<file path="src/rtl/ll_pkg.sv">
// Shared types and digit helpers for the digit-serial lunar lander engine.
// Values are ten's-complement BCD: a value is negative when its MS digit is 5..9.
package ll_pkg;

  typedef logic [3:0] bcd_digit_t;

  typedef enum logic [2:0] {
    IDLE,
    P_ALT,
    P_VG,
    P_VT,
    P_FUEL,
    COMMIT,
    DONE
  } state_t;

  function automatic logic is_neg(input bcd_digit_t ms_digit);
    return ms_digit >= 4'd5;
  endfunction

  function automatic bcd_digit_t nines_comp_digit(input bcd_digit_t d);
    return 4'd9 - d;
  endfunction

endpackage

</file>
<file path="src/rtl/ll_serial_engine_bcd_digit_alu.sv">
// Combinational one-digit BCD adder/subtractor; subtraction adds the nine's complement of b.
module bcd_digit_alu
  import ll_pkg::*;
(
  input  bcd_digit_t a,
  input  bcd_digit_t b,
  input  logic       ci,
  input  logic       sub,
  output bcd_digit_t s,
  output logic       co
);

  bcd_digit_t b_eff;
  logic [4:0] raw;
  logic [4:0] adj;

  always_comb begin
    b_eff = sub ? nines_comp_digit(b) : b;
    raw   = {1'b0, a} + {1'b0, b_eff} + {4'b0000, ci};
    adj   = raw - 5'd10;
    co    = (raw > 5'd9);
    s     = co ? adj[3:0] : raw[3:0];
  end

endmodule

</file>
<file path="src/rtl/ll_serial_engine.sv">
// Digit-serial lunar lander physics step: one shared BCD digit ALU, four passes per tick.
// Optional fuel_low output is built only when LL_FUEL_LOW_EN is defined.
module ll_serial_engine
  import ll_pkg::*;
#(
  parameter int                DIGITS   = 4,
  parameter logic [4*DIGITS-1:0] FUEL     = 'h0800,
  parameter logic [4*DIGITS-1:0] ALTITUDE = 'h0450,
  parameter logic [4*DIGITS-1:0] VELOCITY = 'h0000,
  parameter logic [4*DIGITS-1:0] THRUST   = 'h0005,
  parameter logic [4*DIGITS-1:0] GRAVITY  = 'h0005,
  parameter logic [4*DIGITS-1:0] SAFE_VEL = 'h0030,
  parameter logic [4*DIGITS-1:0] FUEL_LOW = 'h0100
) (
  input  logic                clk,
  input  logic                rst,
  input  logic                tick,
  input  logic                thrust_wr,
  input  logic [3:0]          thrust_in,
  output logic [4*DIGITS-1:0] alt,
  output logic [4*DIGITS-1:0] vel,
  output logic [4*DIGITS-1:0] fuel,
  output logic [4*DIGITS-1:0] thrust,
  output logic                busy,
  output logic                step_done,
  output logic                land,
  output logic                crash,
`ifdef LL_FUEL_LOW_EN
  output logic                overrun,
  output logic                fuel_low
`else
  output logic                overrun
`endif
);

  localparam int W  = 4 * DIGITS;
  localparam int IW = $clog2(DIGITS);

  function automatic logic [W-1:0] tens_comp(input logic [W-1:0] x);
    logic [W-1:0] r;
    logic         c;
    logic [4:0]   d;
    r = '0;
    c = 1'b1;
    for (int i = 0; i < DIGITS; i++) begin
      d = {1'b0, nines_comp_digit(x[i*4 +: 4])} + {4'b0000, c};
      if (d == 5'd10) begin
        r[i*4 +: 4] = 4'd0;
        c = 1'b1;
      end else begin
        r[i*4 +: 4] = d[3:0];
        c = 1'b0;
      end
    end
    return r;
  endfunction

  // Negative landing-speed limit; negative values closer to zero compare larger.
  localparam logic [W-1:0] NEG_SAFE = tens_comp(SAFE_VEL);

  state_t      state, state_nx;
  logic [IW-1:0] idx;
  logic [IW+1:0] base;
  logic        carry, ci, co, last_digit;
  logic [W-1:0] a_c, t_r, v_c, f_c, fuel_next;
  bcd_digit_t  thrust_d, th_e, op_a, op_b, sum_d;
  logic        op_sub, a_nonpos, f_nonpos, fuel_nonpos, land_ok;

  assign base        = {idx, 2'b00};
  assign last_digit  = (idx == IW'(DIGITS - 1));
  assign busy        = (state != IDLE) && (state != DONE);
  assign thrust      = {{(W-4){1'b0}}, thrust_d};
  assign a_nonpos    = (a_c == '0) || is_neg(a_c[W-1 -: 4]);
  assign f_nonpos    = (f_c == '0) || is_neg(f_c[W-1 -: 4]);
  assign fuel_nonpos = (fuel == '0) || is_neg(fuel[W-1 -: 4]);
  assign land_ok     = !is_neg(v_c[W-1 -: 4]) || ((SAFE_VEL != '0) && (v_c >= NEG_SAFE));
  assign fuel_next   = f_nonpos ? '0 : f_c;
  assign ci          = (idx == '0) ? op_sub : carry;

  bcd_digit_alu u_alu (
    .a  (op_a),
    .b  (op_b),
    .ci (ci),
    .sub(op_sub),
    .s  (sum_d),
    .co (co)
  );

  always_ff @(posedge clk) begin
    if (rst) state <= IDLE;
    else     state <= state_nx;
  end

  // Sequencing and operand selection for the shared digit ALU.
  always_comb begin
    state_nx = state;
    op_a     = 4'd0;
    op_b     = 4'd0;
    op_sub   = 1'b0;
    case (state)
      IDLE:   if (tick) state_nx = P_ALT;
      P_ALT: begin
        op_a = alt[base +: 4];
        op_b = vel[base +: 4];
        if (last_digit) state_nx = P_VG;
      end
      P_VG: begin
        op_a   = vel[base +: 4];
        op_b   = GRAVITY[base +: 4];
        op_sub = 1'b1;
        if (last_digit) state_nx = P_VT;
      end
      P_VT: begin
        op_a = t_r[base +: 4];
        op_b = (idx == '0) ? th_e : 4'd0;
        if (last_digit) state_nx = P_FUEL;
      end
      P_FUEL: begin
        op_a   = fuel[base +: 4];
        op_b   = (idx == '0) ? th_e : 4'd0;
        op_sub = 1'b1;
        if (last_digit) state_nx = COMMIT;
      end
      COMMIT: state_nx = a_nonpos ? DONE : IDLE;
      DONE:   state_nx = DONE;
      default: state_nx = IDLE;
    endcase
  end

  always_ff @(posedge clk) begin
    if (rst) begin
      alt       <= ALTITUDE;
      vel       <= VELOCITY;
      fuel      <= FUEL;
      thrust_d  <= THRUST[3:0];
      th_e      <= 4'd0;
      idx       <= '0;
      carry     <= 1'b0;
      a_c       <= '0;
      t_r       <= '0;
      v_c       <= '0;
      f_c       <= '0;
      step_done <= 1'b0;
      land      <= 1'b0;
      crash     <= 1'b0;
      overrun   <= 1'b0;
`ifdef LL_FUEL_LOW_EN
      fuel_low  <= (FUEL < FUEL_LOW);
`endif
    end else begin
      step_done <= 1'b0;
      if (tick && busy) overrun <= 1'b1;
      if (thrust_wr && (thrust_in <= 4'd9) && (state != DONE)) thrust_d <= thrust_in;
      if ((state == IDLE) && tick) begin
        th_e <= fuel_nonpos ? 4'd0 : thrust_d;
        idx  <= '0;
      end
      if ((state == P_ALT) || (state == P_VG) || (state == P_VT) || (state == P_FUEL)) begin
        carry <= co;
        idx   <= last_digit ? '0 : idx + IW'(1);
        case (state)
          P_ALT:   a_c[base +: 4] <= sum_d;
          P_VG:    t_r[base +: 4] <= sum_d;
          P_VT:    v_c[base +: 4] <= sum_d;
          default: f_c[base +: 4] <= sum_d;
        endcase
      end
      // A non-positive altitude ends the flight: zero the motion and classify the touchdown.
      if (state == COMMIT) begin
        step_done <= 1'b1;
        fuel      <= fuel_next;
`ifdef LL_FUEL_LOW_EN
        fuel_low  <= (fuel_next < FUEL_LOW);
`endif
        if (a_nonpos) begin
          alt <= '0;
          vel <= '0;
          if (land_ok) land  <= 1'b1;
          else         crash <= 1'b1;
        end else begin
          alt <= a_c;
          vel <= v_c;
        end
      end
    end
  end

endmodule

</file>
<file path="config.mk">
export PLATFORM = sky130hd
export DESIGN_NAME = ll_serial_engine
export DESIGN_NICKNAME = d
export VERILOG_FILES = /design/src/rtl/ll_pkg.sv /design/src/rtl/ll_serial_engine_bcd_digit_alu.sv /design/src/rtl/ll_serial_engine.sv
export SDC_FILE = /design/constraint.sdc
export NUM_CORES = 1
export LEC_CHECK = 0
export ABC_AREA = 1
export ABC_CLOCK_PERIOD_IN_PS = 8750
export CORE_MARGIN = 2
export CORE_UTILIZATION = 35
export CTS_BUF_LIST = sky130_fd_sc_hd__clkbuf_8 sky130_fd_sc_hd__clkbuf_16
export CTS_CLUSTER_SIZE = 25
export DETAILED_ROUTE_END_ITERATION = 16
export PLACE_DENSITY = 0.66
export SETUP_SLACK_MARGIN = 0.05
export SLEW_MARGIN = 20
export SYNTH_ARGS = -nofsm -noshare
export SYNTH_HDL_FRONTEND = slang
export SYNTH_SLANG_ARGS = --single-unit
</file>
<file path="constraint.sdc">
create_clock -name clk -period 8.75 [get_ports clk]
set_input_delay 1.75 -clock clk [delete_from_list [all_inputs] [get_ports clk]]
set_output_delay 1.75 -clock clk [all_outputs]
set_load 0.01 [all_outputs]
</file>
==> impl_metrics.yaml <==
run_status:
  status: "finished clean"
clock_network:
  clk_pin_slew_ns: 0.06
  cts_resized: 0
  clk_latency_ns: 0.43
  cts_root_buf: "clkbuf_16"
  cts_hold_buf: 0
  cts_tree: "built"
  post_cts_buffers: 0
  htree_levels: 4
  cts_buffers: 17
  cts.sinks: 130
  clockBufferDepth: 2
power:
  switching_share_pct: 38.2
  pwr_density_cell_nw_per_um2: 276
  p_sw_mw: 0.778
  max-vdd-ir-drop_mv: 0.176
  finalPower_mw: 2.04
  combPwrFrac_pct: 32.9
  clockPowerShare_pct: 33.7
  p_int_mw: 1.26
  seqPwrFrac_pct: 33.5
  power.leakage_nw: 2.95
placed_design:
  place_inst: 1101
  io_buffers: 64
  place.detailed.hpwl_um: 13200
  detailedPlace.worstSlack_ns: 3.58
  gp_congestion: 0.917
synth:
  synth_area_leaders: "dfxtp_1 43%, o21ai_0 12%, a21oi_1 9.3%"
  syn_inst: 849
  synth_top_area_share_pct: 43.0
  synth-edff-count: 0
  ys_ff_latch: 130
  yosysMostFrequentCell: "o21ai_0"
  yosysSeqAreaShare_pct: 43.0
  synth.cells.most_frequent: "150 x o21ai_0, 130 x dfxtp_1, 112 x a21oi_1"
  avgSynthCellArea_um2: 7.13
  postSynth.asyncResetShare_pct: 0
  syn_area_um2: 6050
  ys_warn_count: 0
  ys.flop_type: "dfxtp_1"
  ys_types: 39
  synth_top_area_cell: "dfxtp_1"
min_path:
  hold_class: "reg -> reg"
  worstHoldStart: "overrun"
  min_path_cells: 2
  whs_endpoint: "overrun"
routing:
  drt_first_pass_iters: 6
  ant_nets: 0
  detail_route.wl_per_cell_um: 16.6
  wl_um: 18900
  vias: 6051
  drtIter0Drc: 686
  drc: 0
  vias_per_cell: 5.34
timing:
  slew_violations: 0
  rsz0062_at_grt: "no"
  slew_headroom_pct: 29.1
  fin_ws_ns: 3.45
  fmax_mhz: 189
  fin_crit_sh_pct: 60.6
  setup_tns_ns: 0
  final.min_clock_period_ns: 5.30
  clock_skew_ns: 0.00886
  setup_viol: 0
  finalHoldViolCount: 0
  worstMarginPinSlew_ns: 1.05
global_route:
  grt_pass1_wl_um: 29700
  grt_pass1_vias: 5361
  overflow: 0
  grt_max_degree: 102
  antenna_found_initial: 0
  grt_usage_pct: 21.0
floorplanning:
  num_rows: 48
  num_io_pins: 77
  die_w_um: 136
  die_h_um: 136
  start_util_pct: 35.4
  die-area_um2: 18400
  coreArea_um2: 17100
critical_path:
  rr_endpoint: "t_r[7]"
  cp_max_fo: 17
  worst_path_largest_cell_delay_ns: 0.88
  path_class: "reg -> reg"
  crit_slowest_cell: "dfxtp_1"
  required_ns: 9.11
  startpoint_type: "flip-flop"
  reg2reg_slack_ns: 3.45
  crit_chain: "clkinv_1, ha_1, inv_1, nor2_1, inv_1, nand3_1, xor2_1, fa_1, inv_1, fa_1, inv_1, ha_1, nand2_1, a21boi_0, nand2_1, nand2_1, nand2_1, nand4_1, nor2_1, nor2_1, nor2_1"
  crit_path_end_kind: "flip-flop"
  worstRegToRegCells: 21
  regToRegStartpoint: "idx[1]"
  critical_path_arrival_ns: 5.66
layout:
  seq_area_um2: 2600
  area_growth_pct: 21.7
  stdcell_count: 1133
  multiInputGateArea_um2: 2940
  fin_nets: 915
  finish.utilization_pct: 43.0
  drive_gt1_share_pct: 5.40
  fillerInstances: 1748
  n_antenna_cell: 0
flow_run:
  cap_violations: 0
[stage by stage]
step | hold slack [ns] | cell area, µm²
floorplan | 0.430 | 6100
global route | 0.486 | 7370
global placement | 0.442 | 6800
detailed placement | 0.448 | 6800
finish | 0.450 | 7370
CTS | 0.457 | 7370
[per-layer routing]
metal  track usage (%)  wire length [µm]  vias to the layer above
met4              9.32               644                        0
met1              29.4              8630                     2838
li1                  -                 -                     2939
met2              31.0              8260                      236
met3              4.71              1320                       38
met5                 0                 0                        -
[how the worst max path moves through the flow]
stage	from	endpoint	slack, ns
global placement	idx[1]	v_c[15]	3.62
floorplan	idx[0]	a_c[13]	4.84
CTS	idx[1]	t_r[7]	3.58
detailed placement	idx[1]	t_r[7]	3.58
global route	idx[1]	a_c[5]	3.05
finish	idx[1]	t_r[7]	3.45
[cell type report]
cell class	instances	area share, %
clock buffers	21	6.52
clock inverters	11	1.21
inverters	78	3.97
multi-input cells	599	39.9
flip-flops and latches	130	35.3
well taps	225	3.82
repair buffers	69	9.21
[critical path, delay by kind of cell (launching register included)]
family	cells	cell delay (ns)
compound gates	1	0.12
xor+xnor	1	0.17
fa+ha+maj	4	1.56
buf+inv	5	1.29
flops	1	0.88
simple gates	10	1.20
[cell families (layout without fill, tap and decap cells)]
| logic type | after synthesis | in the layout | synth area share, % |
|---|---|---|---|
| adders and majority gates | 12 | 12 | 2.73 |
| AOI/OAI and AO/OA | 286 | 286 | 24.6 |
| buffers and inverters | 131 | 179 | 9.11 |
| and+or+nand+nor | 287 | 287 | 20.2 |
| xor gates and xnor gates | 2 | 2 | 0.289 |
| DFF | 130 | 130 | 43.0 |
| other | 1 | 12 | 0.0619 |
[layout by cell type (no fill, tap or decap), types with 2 or more instances in the layout]
cell type and n:
clkdlybuf4s50_1 64, clkinvlp_4 2, nor3_1 18, nand3_1 38, a21oi_1 112, inv_1 74
o211ai_1 5, inv_2 6, clkinv_2 3, clkinv_4 2, fa_1 2, nor4_1 5
dfxtp_1 130, or2_2 4, a21o_1 2, o22ai_1 3, nor2_1 105, buf_4 5
clkbuf_8 4, clkbuf_16 17, ha_1 10, nand4_1 8, nand2_1 102, nor2_2 2
conb_1 12, a211oi_1 7, o21ai_0 150
[power by group through the flow]
stage	clock [mW]	sequential (mW)	combinational (mW)
floorplan	0	0.684	0.450
global placement	0	0.693	0.650
detailed placement	0	0.692	0.653
CTS	0.693	0.680	0.655
global route	0.721	0.686	0.741
finish	0.685	0.681	0.669
[flip-flops by register name, summed over array words and instances, names as in the netlist, 4 cells and up]
signal and count:
th_e 4, t_r 16, a_c 16, v_c 16
alt 16, fuel 16, f_c 16, vel 16
thrust_d 4
Note: power is estimated with default switching activity, not from simulation.
